**config.mk**
```make
export PLATFORM = sky130hd
export DESIGN_NAME = loa_error_monitor
export DESIGN_NICKNAME = d
export VERILOG_FILES = /design/src/rtl/loa_error_monitor.sv
export SDC_FILE = /design/constraint.sdc
export NUM_CORES = 1
export LEC_CHECK = 0
export CORE_UTILIZATION = 53
export CTS_BUF_LIST = sky130_fd_sc_hd__clkbuf_4
export DETAILED_ROUTE_END_ITERATION = 16
export GPL_TIMING_DRIVEN = 0
export PLACE_DENSITY = 0.8
export SLEW_MARGIN = 15
export SYNTH_ARGS = -nofsm -noshare
export SYNTH_HDL_FRONTEND = slang
export SYNTH_SLANG_ARGS = --single-unit
```
**constraint.sdc**
```tcl
create_clock -name clk -period 3.2 [get_ports clk]
set_input_delay 0.96 -clock clk [delete_from_list [all_inputs] [get_ports clk]]
set_output_delay 0.96 -clock clk [all_outputs]
set_load 0.01 [all_outputs]
```
**src/rtl/loa_error_monitor.sv**
```systemverilog
// -----------------------------------------------------------------------------
// loa_error_monitor
//
// Measures how far a lower-part-OR approximate adder (LOA) strays from an
// exact adder. For each operand pair it forms the exact sum and the LOA sum.
// Over a window of 2^LOG2_N accepted pairs it accumulates three statistics:
// the count of non-zero errors, the sum of error distances, and the largest
// error distance. It then offers the result as a single report.
//
// Parameters
//   W       operand / sum width
//   M       LOA lower-part width (the OR region), 1 <= M < W
//   LOG2_N  log2 of the number of samples in one window
//
// Ports
//   clk        clock; all state changes on the rising edge
//   rst_n      asynchronous active-low reset
//   start      begins a window; honoured only in IDLE
//   abort      drops the current window and returns to IDLE
//   in_valid   operand pair valid
//   in_ready   block accepts an operand pair (high only in RUN)
//   a, b       operands
//   rpt_valid  report valid (high only in REPORT)
//   rpt_ready  report consumed
//   err_count  number of samples whose error distance is non-zero
//   ed_sum     sum of the error distances
//   ed_max     largest error distance in the window
//   busy       high in RUN or REPORT
// -----------------------------------------------------------------------------
module loa_error_monitor #(
  parameter int W      = 32,
  parameter int M      = 16,
  parameter int LOG2_N = 10
) (
  input  logic                clk,
  input  logic                rst_n,
  input  logic                start,
  input  logic                abort,
  input  logic                in_valid,
  output logic                in_ready,
  input  logic [W-1:0]        a,
  input  logic [W-1:0]        b,
  output logic                rpt_valid,
  input  logic                rpt_ready,
  output logic [LOG2_N:0]     err_count,
  output logic [W+LOG2_N-1:0] ed_sum,
  output logic [W-1:0]        ed_max,
  output logic                busy
);

  typedef enum logic [1:0] {
    ST_IDLE   = 2'd0,
    ST_RUN    = 2'd1,
    ST_REPORT = 2'd2
  } state_t;

  // Sample count of the last sample in a window (N-1).
  localparam logic [LOG2_N:0] CNT_LAST = (LOG2_N+1)'((1 << LOG2_N) - 1);

  state_t                state_r;
  state_t                state_nxt_s;

  logic [LOG2_N:0]       cnt_r;
  logic [LOG2_N:0]       err_count_r;
  logic [W+LOG2_N-1:0]   ed_sum_r;
  logic [W-1:0]          ed_max_r;

  logic [W-1:0]          exact_s;
  logic [M-1:0]          approx_lo_s;
  logic [W-M-1:0]        approx_hi_s;
  logic [W-1:0]          approx_s;
  logic                  carry_m_s;
  logic [W-1:0]          ed_s;
  logic                  ed_nz_s;

  logic                  accept_s;
  logic                  clear_s;
  logic                  last_s;

  // ---------------------------------------------------------------------------
  // Per-sample arithmetic
  // ---------------------------------------------------------------------------

  // Exact and LOA sums, both truncated to W bits, and their absolute distance.
  always_comb begin
    exact_s     = a + b;
    approx_lo_s = a[M-1:0] | b[M-1:0];
    // The LOA injects the AND of the top OR-region bits as the carry into
    // the exact upper adder.
    carry_m_s   = a[M-1] & b[M-1];
    approx_hi_s = a[W-1:M] + b[W-1:M] + (W-M)'(carry_m_s);
    approx_s    = {approx_hi_s, approx_lo_s};
    if (exact_s >= approx_s) begin
      ed_s = exact_s - approx_s;
    end else begin
      ed_s = approx_s - exact_s;
    end
    ed_nz_s = (ed_s != {W{1'b0}});
  end

  // ---------------------------------------------------------------------------
  // Control qualifiers
  // ---------------------------------------------------------------------------

  // Handshake qualifiers; abort overrides any sample acceptance in the same
  // cycle.
  always_comb begin
    accept_s = (state_r == ST_RUN) & in_valid & ~abort;
    clear_s  = (state_r == ST_IDLE) & start;
    last_s   = (cnt_r == CNT_LAST);
  end

  // ---------------------------------------------------------------------------
  // FSM
  // ---------------------------------------------------------------------------

  // State register.
  always_ff @(posedge clk or negedge rst_n) begin
    if (!rst_n) begin
      state_r <= ST_IDLE;
    end else begin
      state_r <= state_nxt_s;
    end
  end

  // Next-state logic; abort wins over every other request outside IDLE.
  always_comb begin
    state_nxt_s = state_r;
    case (state_r)
      ST_IDLE: begin
        if (start) begin
          state_nxt_s = ST_RUN;
        end else begin
          state_nxt_s = ST_IDLE;
        end
      end
      ST_RUN: begin
        if (abort) begin
          state_nxt_s = ST_IDLE;
        end else if (accept_s && last_s) begin
          state_nxt_s = ST_REPORT;
        end else begin
          state_nxt_s = ST_RUN;
        end
      end
      ST_REPORT: begin
        if (abort) begin
          state_nxt_s = ST_IDLE;
        end else if (rpt_ready) begin
          state_nxt_s = ST_IDLE;
        end else begin
          state_nxt_s = ST_REPORT;
        end
      end
      default: begin
        state_nxt_s = ST_IDLE;
      end
    endcase
  end

  // Output decode; each output is a pure function of the state register.
  always_comb begin
    in_ready  = 1'b0;
    rpt_valid = 1'b0;
    busy      = 1'b0;
    case (state_r)
      ST_IDLE: begin
        in_ready  = 1'b0;
        rpt_valid = 1'b0;
        busy      = 1'b0;
      end
      ST_RUN: begin
        in_ready  = 1'b1;
        rpt_valid = 1'b0;
        busy      = 1'b1;
      end
      ST_REPORT: begin
        in_ready  = 1'b0;
        rpt_valid = 1'b1;
        busy      = 1'b1;
      end
      default: begin
        in_ready  = 1'b0;
        rpt_valid = 1'b0;
        busy      = 1'b0;
      end
    endcase
  end

  // ---------------------------------------------------------------------------
  // Accumulators
  // ---------------------------------------------------------------------------

  // Window statistics. They are cleared only by an honoured start, so after
  // a report or an abort they keep the last window's values.
  always_ff @(posedge clk or negedge rst_n) begin
    if (!rst_n) begin
      cnt_r       <= {(LOG2_N+1){1'b0}};
      err_count_r <= {(LOG2_N+1){1'b0}};
      ed_sum_r    <= {(W+LOG2_N){1'b0}};
      ed_max_r    <= {W{1'b0}};
    end else if (clear_s) begin
      cnt_r       <= {(LOG2_N+1){1'b0}};
      err_count_r <= {(LOG2_N+1){1'b0}};
      ed_sum_r    <= {(W+LOG2_N){1'b0}};
      ed_max_r    <= {W{1'b0}};
    end else if (accept_s) begin
      cnt_r       <= cnt_r + (LOG2_N+1)'(1);
      err_count_r <= err_count_r + (LOG2_N+1)'(ed_nz_s);
      // Widths cover N samples of at most 2^W-1 each, so no saturation.
      ed_sum_r    <= ed_sum_r + (W+LOG2_N)'(ed_s);
      if (ed_s > ed_max_r) begin
        ed_max_r <= ed_s;
      end else begin
        ed_max_r <= ed_max_r;
      end
    end else begin
      cnt_r       <= cnt_r;
      err_count_r <= err_count_r;
      ed_sum_r    <= ed_sum_r;
      ed_max_r    <= ed_max_r;
    end
  end

  // Report outputs come straight from the accumulator registers.
  always_comb begin
    err_count = err_count_r;
    ed_sum    = ed_sum_r;
    ed_max    = ed_max_r;
  end

endmodule
```
* Yosys cells after proc, flatten, opt, wreduce, memory -nomap -nowiden *
Index checks and enable logic that the tools add are counted.

cells by class
  $add $sub $neg = 8
  magnitude comparators = 2
  equal/unequal tests = 3
  multiplexer cells = 19
  bitwise gates (word level) = 6
  reduce and logical (&&, ||, !) cells = 7

operator list
  kind                                                                      count
  32-bit two-way mux                                                        4
  42-bit two-way mux                                                        2
  32-bit subtractor                                                         2
  11-bit two-way mux                                                        4
  42-bit by 32-bit adder with 42-bit output                                 1
  32-bit adder                                                              1
  32-bit greater-or-equal comparator                                        1
  32-bit greater-than comparator                                            1
  32-bit nonzero test                                                       1
  16-bit by 1-bit adder with 16-bit output                                  1
  16-bit adder                                                              1
  16-bit OR                                                                 1
  11-bit by 1-bit adder with 11-bit output                                  1
  11-bit by 1-bit adder with 11-bit output (second input constant)          1
  11-bit by 10-bit equality test with 1-bit output (second input constant)  1
  2-bit two-way mux                                                         4
  2-bit case mux with 3 select lines                                        1
  1-bit AND                                                                 4
  1-bit two-way mux                                                         4
  2-bit nonzero test                                                        2
  2-bit by 1-bit equality test with 1-bit output (second input constant)    1
  2-bit equality test (second input constant)                               1
  2-bit zero test                                                           1
  2-bit AND reduction                                                       1
  other kinds (3)                                                           3

word-level totals
  register bits after elaboration = 98
  bits of input ports = 70
  output and inout bits = 88
  word-level logic and storage cells = 50

* Longest topological paths before layout *
  depth after elaboration = 8
  gate-level depth with buffers = 42
  gate-level depth less buffers = 37

* Worst setup path before layout *
Ideal clock, no wire load.

  path kind = in2reg
  start = input port a[0]
  end = register ed_sum_r[29] (netlist: ed_sum[29])
  library setup time = 78 ps
  data arrival time = 8793 ps
  data required time = 3122 ps
  slack = -5671 ps
  stages on the path = 41
  path buffers = 5
  cell sequence = and2_1 -> buf_4 -> inv_1 -> fa_1 -> nor2b_1 -> o21ai_0 -> a21boi_0 -> o21ai_0 -> a211oi_1 -> o31ai_1 -> o22ai_1 -> o41ai_1 -> nor2_1 -> nor2_1 -> o21ai_0 -> xor2_1 -> ha_1 -> clkbuf_1 -> [5 not listed] -> buf_2 -> clkbuf_1 -> clkbuf_1 -> nand2_1 -> nand2_1 -> ha_1 -> a21o_1 -> a21o_1 -> a2111o_1 -> a2111oi_0 -> o21ai_0 -> a31oi_1 -> o31ai_1 -> a21o_1 -> a21oi_1 -> xnor2_1 -> nand2_1 -> a21oi_1

between the ends
  cells in the longest elaborated chain, start to end = 6
  elaborated cells on any way between the ends = 9
  those cells by class = 4 x add/sub; 1 x order compare; 3 x mux; 1 x bitwise

RTL lines
  item                                              RTL line  RTL
  start, declared                                   41        input logic [W-1:0] a,
  32-bit adder / 16-bit OR (equally long branches)  86, 87
  32-bit subtractor, or another cell as far along   96        ed_s = approx_s - exact_s;
  32-bit two-way mux *                              93        if (exact_s >= approx_s) begin
  42-bit by 32-bit adder with 42-bit output *       211       ed_sum_r <= ed_sum_r + (W+LOG2_N)'(ed_s);
  42-bit two-way mux *                              207       end else if (accept_s) begin
  42-bit two-way mux *                              202       end else if (clear_s) begin
  end signal, assigned                              200       ed_sum_r <= {(W+LOG2_N){1'b0}};
  end signal, assigned                              205       ed_sum_r <= {(W+LOG2_N){1'b0}};
  end signal, assigned                              211
  end, declared                                     65        logic [W+LOG2_N-1:0] ed_sum_r;

Mark *: on every way between the ends. The rest lies on a longest branch, timed or not. The select of a mux whose other input is x is not followed.
A chain may end at the register's enable or synchronous reset.

* Worst setup path after layout *
  start = input port a[0]
  end = register ed_sum_r[36] (netlist: ed_sum[36])

The elaborated chain is that of the path after synthesis.

==> report_table.html <==
<table>
<tr><th>Metric</th><th>Value</th></tr>
<tr><th colspan="2">Run status</th></tr>
<tr><td>Status</td><td>finished with violations</td></tr>
<tr><td>Failing checks</td><td>setup timing</td></tr>
<tr><th colspan="2">Cells and area</th></tr>
<tr><td>P&amp;R area growth vs syn</td><td>46.2%</td></tr>
<tr><td>Nets@finish</td><td>slightly above 2000</td></tr>
<tr><td>Utilization of the core after routing</td><td>78.8%</td></tr>
<tr><td>Final std cell area, no fill</td><td>17200 µm²</td></tr>
<tr><td>Share of final-layout standard cells stronger than drive strength 1</td><td>between 20% and 30%</td></tr>
<tr><th colspan="2">Yosys</th></tr>
<tr><td>Avg Inst Size Synth</td><td>7.92 µm²</td></tr>
<tr><td>Synth cell types</td><td>66</td></tr>
<tr><td>Mapped Cells</td><td>between 1000 and 1500</td></tr>
<tr><td>Sequential share of the synthesized area</td><td>20.8%</td></tr>
<tr><td>Post-synthesis instance area</td><td>11800 µm²</td></tr>
<tr><td>Total nets after synthesis</td><td>between 1500 and 2000</td></tr>
<tr><td>Primary FF master, synth</td><td>sky130_fd_sc_hd__dfrtp_1</td></tr>
<tr><td>Number of flops mapped to enable cells by yosys</td><td>0</td></tr>
<tr><td>Synthesized flop and latch total</td><td>98</td></tr>
<tr><td>Cell type contributing the most total cell area after synthesis</td><td>sky130_fd_sc_hd__dfrtp_1</td></tr>
<tr><td>Total of warnings raised by yosys</td><td>0</td></tr>
<tr><td>Fraction of synthesized cell area taken by the top area cell type</td><td>20.8%</td></tr>
<tr><td>Async set or reset register ratio after synthesis</td><td>100%</td></tr>
<tr><td>Cell types occupying the most area after synthesis</td><td>sky130_fd_sc_hd__dfrtp_1 21%, sky130_fd_sc_hd__ha_1 19%, sky130_fd_sc_hd__a21oi_1 6.3%, sky130_fd_sc_hd__xnor2_1 5.5%, sky130_fd_sc_hd__xor2_1 4.7%</td></tr>
<tr><th colspan="2">Floorplanning</th></tr>
<tr><td>Die boundary height</td><td>approximately 150 µm</td></tr>
<tr><td>Horizontal extent of the die</td><td>151 µm</td></tr>
<tr><td>Std cell rows</td><td>between 50 and 60</td></tr>
<tr><td>Initial cell density of the core</td><td>about 54%</td></tr>
<tr><td>Core area</td><td>21800 µm²</td></tr>
<tr><td>Count of pins on the block boundary</td><td>158</td></tr>
<tr><td>DIE AREA</td><td>22800 µm²</td></tr>
<tr><th colspan="2">Critical path</th></tr>
<tr><td>Kind of start point of the critical path</td><td>input pin</td></tr>
<tr><td>Largest fanout of any net on the critical path</td><td>5</td></tr>
<tr><td>Category of cells accounting for the largest share of critical-path delay</td><td>compound AO/OA/AOI/OAI gates</td></tr>
<tr><td>Crit end category</td><td>register</td></tr>
<tr><td>Internal reg-to-reg setup slack</td><td>-0.28 ns</td></tr>
<tr><td>Worst path slowest cell</td><td>sky130_fd_sc_hd__ha_1</td></tr>
<tr><td>WS Path Type</td><td>input pin to register</td></tr>
<tr><td>Crit path arrival time</td><td>8.29 ns</td></tr>
<tr><td>Buf+Inv Stages, Crit Path</td><td>5</td></tr>
<tr><td>Data required time at the worst endpoint</td><td>3.55 ns</td></tr>
<tr><td>Biggest cell delay along the critical path</td><td>~0.38 ns</td></tr>
<tr><th colspan="2">Pwr</th></tr>
<tr><td>Power Internal</td><td>0.00877 W</td></tr>
<tr><td>Final total power</td><td>0.0177 W</td></tr>
<tr><td>Leakage component of the power</td><td>roughly 8.0 nW</td></tr>
<tr><td>Pwr/cell area</td><td>1030 nW/µm²</td></tr>
<tr><td>Combinational share of power</td><td>85.6%</td></tr>
<tr><td>Max VDD drop</td><td>0.000521 V</td></tr>
<tr><td>Switching power of the nets</td><td>0.00888 W</td></tr>
<tr><td>Switching Fraction</td><td>slightly above 50%</td></tr>
<tr><td>Part of the power in the clock network</td><td>3.6%</td></tr>
<tr><td>Sequential share of power</td><td>10.8%</td></tr>
<tr><th colspan="2">Detailed routing</th></tr>
<tr><td>Vias per std cell</td><td>between 6 and 7</td></tr>
<tr><td>Routed wire length</td><td>42200 µm</td></tr>
<tr><td>Total number of vias</td><td>12900</td></tr>
<tr><td>Number of remaining DRC errors</td><td>0</td></tr>
<tr><td>ANT nets after route</td><td>0</td></tr>
<tr><td>Iteration-0 DRC Markers</td><td>~1000</td></tr>
<tr><td>WL per Instance</td><td>20.1 µm</td></tr>
<tr><td>Length of the first detailed-routing pass in iterations</td><td>10</td></tr>
<tr><th colspan="2">Timing</th></tr>
<tr><td>Final worst-path cycle share</td><td>248%</td></tr>
<tr><td>Clock Skew</td><td>0.0324 ns</td></tr>
<tr><td>Hold slack</td><td>0.335 ns</td></tr>
<tr><td>Number of hold-slack violations in the final timing report</td><td>0</td></tr>
<tr><td>Post-route setup slack</td><td>-4.74 ns</td></tr>
<tr><td>Setup repair after global routing missed its margin</td><td>true</td></tr>
<tr><td>Slew at the pin with the worst max-slew slack</td><td>1.10 ns</td></tr>
<tr><td>Rel. slew slack</td><td>26.2%</td></tr>
<tr><td>Number of max-slew violations in the final report</td><td>0</td></tr>
<tr><td>Setup TNS Final</td><td>-365.99 ns</td></tr>
<tr><td>Final setup vio count</td><td>84</td></tr>
<tr><td>Tmin final</td><td>7.94 ns</td></tr>
<tr><td>Fmax</td><td>126 MHz</td></tr>
<tr><th colspan="2">CTS</th></tr>
<tr><td>Clock tree from TritonCTS</td><td>built</td></tr>
<tr><td>Clock-pin transition on the worst setup and hold timing paths</td><td>0.18 ns</td></tr>
<tr><td>TritonCTS sink count</td><td>98</td></tr>
<tr><td>Number of CTS-inserted buffers</td><td>9</td></tr>
<tr><td>Max clock buf depth</td><td>2</td></tr>
<tr><td>Clock root buffer</td><td>sky130_fd_sc_hd__clkbuf_4</td></tr>
<tr><td>Clk_lat worst skew</td><td>0.49 ns</td></tr>
<tr><td>CTS Hold Buffers Added</td><td>0</td></tr>
<tr><td>Depth of the CTS H-tree</td><td>3</td></tr>
<tr><th colspan="2">Place</th></tr>
<tr><td>HPWL after detailed placement</td><td>25700 µm</td></tr>
<tr><td>Count of buffers from port buffering</td><td>157</td></tr>
<tr><td>Placed inst area</td><td>14000 µm²</td></tr>
<tr><td>GPL Wtd Cong</td><td>0.924</td></tr>
<tr><th colspan="2">Global route</th></tr>
<tr><td>Wire length of the first global-routing pass</td><td>between 60000 and 70000 µm</td></tr>
<tr><td>Global routing usage summed across all routing layers</td><td>33.3%</td></tr>
<tr><td>Number of global-route vias before repair</td><td>12400</td></tr>
<tr><td>Antenna violations before repair</td><td>1</td></tr>
<tr><td>Overflow left after global routing</td><td>0</td></tr>
<tr><td>Pin count of the biggest net entering global routing</td><td>65</td></tr>
<tr><th colspan="2">Flow run</th></tr>
<tr><td># Max-Cap Violations</td><td>0</td></tr>
<tr><th colspan="2">Min path</th></tr>
<tr><td>Min-Delay Path Class</td><td>input pin to async pin</td></tr>
</table>
==> synth_stat cells (11+ instances only) <==
master	n
sky130_fd_sc_hd__inv_1	142
sky130_fd_sc_hd__nand4_1	25
sky130_fd_sc_hd__or3_1	11
sky130_fd_sc_hd__a21o_1	69
sky130_fd_sc_hd__a211oi_1	13
sky130_fd_sc_hd__nand2_1	121
sky130_fd_sc_hd__o21ai_0	70
sky130_fd_sc_hd__clkbuf_1	48
sky130_fd_sc_hd__and3_1	13
sky130_fd_sc_hd__o21bai_1	13
sky130_fd_sc_hd__nor3_1	20
sky130_fd_sc_hd__a21oi_1	147
sky130_fd_sc_hd__mux2i_1	45
sky130_fd_sc_hd__nand2b_1	19
sky130_fd_sc_hd__nor2_1	119
sky130_fd_sc_hd__ha_1	180
sky130_fd_sc_hd__dfrtp_1	98
sky130_fd_sc_hd__xor2_1	63
sky130_fd_sc_hd__o21a_1	20
sky130_fd_sc_hd__nor2b_1	17
sky130_fd_sc_hd__nand3_1	34
sky130_fd_sc_hd__a31oi_1	12
sky130_fd_sc_hd__xnor2_1	74
==> layer usage <==
metal / part of all wire, % / up-vias / routed length, µm / track usage, %
met5: 0 / - / 0 / 0
met4: 6.2 / 0 / 2630 / 19.5
met3: 6.2 / 224 / 2620 / 3.55
met2: 50 / 683 / 21000 / 59.1
met1: 38 / 6200 / 16000 / 38.6
li1: - / 5820 / - / -
==> registers in the layout, summed over array words and instances, names as in the netlist <==
name / cells
ed_max: 32
state_r: 2
err_count: 11
cnt_r: 11
ed_sum: 42
==> final cells by class <==
type,instances,area (µm²)
multi-input cells,1189,10400
fillers,1360,4630
repair buffers,330,3030
flip-flops and latches,98,2450
inverters,142,536
well taps,280,350
plain buffers,41,297
clock buffers,9,67.6
clock inverters,7,53.8
diodes,1,2.50
==> worst reg2reg max path, stage by stage (launching register included) <==
cell                       delay, ns
sky130_fd_sc_hd__dfrtp_1        0.45
sky130_fd_sc_hd__ha_1           0.25
sky130_fd_sc_hd__fa_2           0.38
sky130_fd_sc_hd__a21o_1         0.21
sky130_fd_sc_hd__a21oi_4        0.15
sky130_fd_sc_hd__o211ai_1       0.16
sky130_fd_sc_hd__nand4_1        0.22
sky130_fd_sc_hd__nand3_2        0.18
sky130_fd_sc_hd__a31oi_4        0.26
sky130_fd_sc_hd__a21oi_2        0.09
sky130_fd_sc_hd__or2_4          0.25
sky130_fd_sc_hd__a211o_4        0.37
sky130_fd_sc_hd__nand4_1        0.14
sky130_fd_sc_hd__xor2_1         0.16
sky130_fd_sc_hd__nor2_1         0.06
==> final timing paths <==
path,from,endpoint,cells after the start
min in group clk,err_count[10]$_DFFE_PN0P_,err_count[10]$_DFFE_PN0P_,2
max reg2reg,ed_sum[0]$_DFFE_PN0P_,ed_sum[36]$_DFFE_PN0P_,14
min reg2reg,err_count[10]$_DFFE_PN0P_,err_count[10]$_DFFE_PN0P_,2
max,a[0],ed_sum[36]$_DFFE_PN0P_,40
max in group asynchronous,rst_n,ed_sum[21]$_DFFE_PN0P_,2
min,rst_n,ed_sum[5]$_DFFE_PN0P_,1
==> power by group through the flow <==
stage	clock [W]	sequential (W)	combinational, W
after detailed placement	0	0.00188	0.0101
final	0.000634	0.00192	0.0151
after global placement	0	0.00187	0.00983
after global routing	0.000671	0.00193	0.0160
after floorplan	0	0.00192	0.00730
after CTS	0.000625	0.00187	0.0126
==> through the flow <==
step                      cells  worst slack, ns
after floorplan            1486            -4.83
after global placement     1923            -6.54
after detailed placement   1924            -6.65
after CTS                  2053            -4.48
after global routing       2097            -4.91
final                      2097            -4.74
==> timing repair <==
item | in CTS | in global routing
endpoints found under the setup margin | 84 | 84
buffers inserted | 121 | 54
gates resized for setup | 260 | 160
cloned | 5 | 0
pin swaps | 156 | 106
==> cell families (layout without fill, tap and decap cells) <==
family / after synthesis / in the layout / share of synthesized area (%)
and+or+nand+nor: 418 / 418 / 16.8
AOI/OAI and AO/OA: 402 / 402 / 21.7
buffers and inverters: 199 / 529 / 6.46
adders and majority gates: 185 / 185 / 20.0
xor gates and xnor gates: 137 / 137 / 10.2
DFF: 98 / 98 / 20.8
muxes: 46 / 46 / 4.02
other: 1 / 2 / 0.0319
==> placed cells by master, fill, tap and decap left out, types with 68 or more instances in the layout <==
| cell | instances |
|---|---|
| sky130_fd_sc_hd__dfrtp_1 | 98 |
| sky130_fd_sc_hd__nand2_1 | 108 |
| sky130_fd_sc_hd__a21o_1 | 68 |
| sky130_fd_sc_hd__inv_1 | 116 |
| sky130_fd_sc_hd__ha_1 | 136 |
| sky130_fd_sc_hd__a21oi_1 | 99 |
| sky130_fd_sc_hd__nor2_1 | 112 |
| sky130_fd_sc_hd__clkdlybuf4s50_1 | 124 |
| sky130_fd_sc_hd__buf_4 | 140 |
No activity file was read; power rests on OpenSTA's default activity.
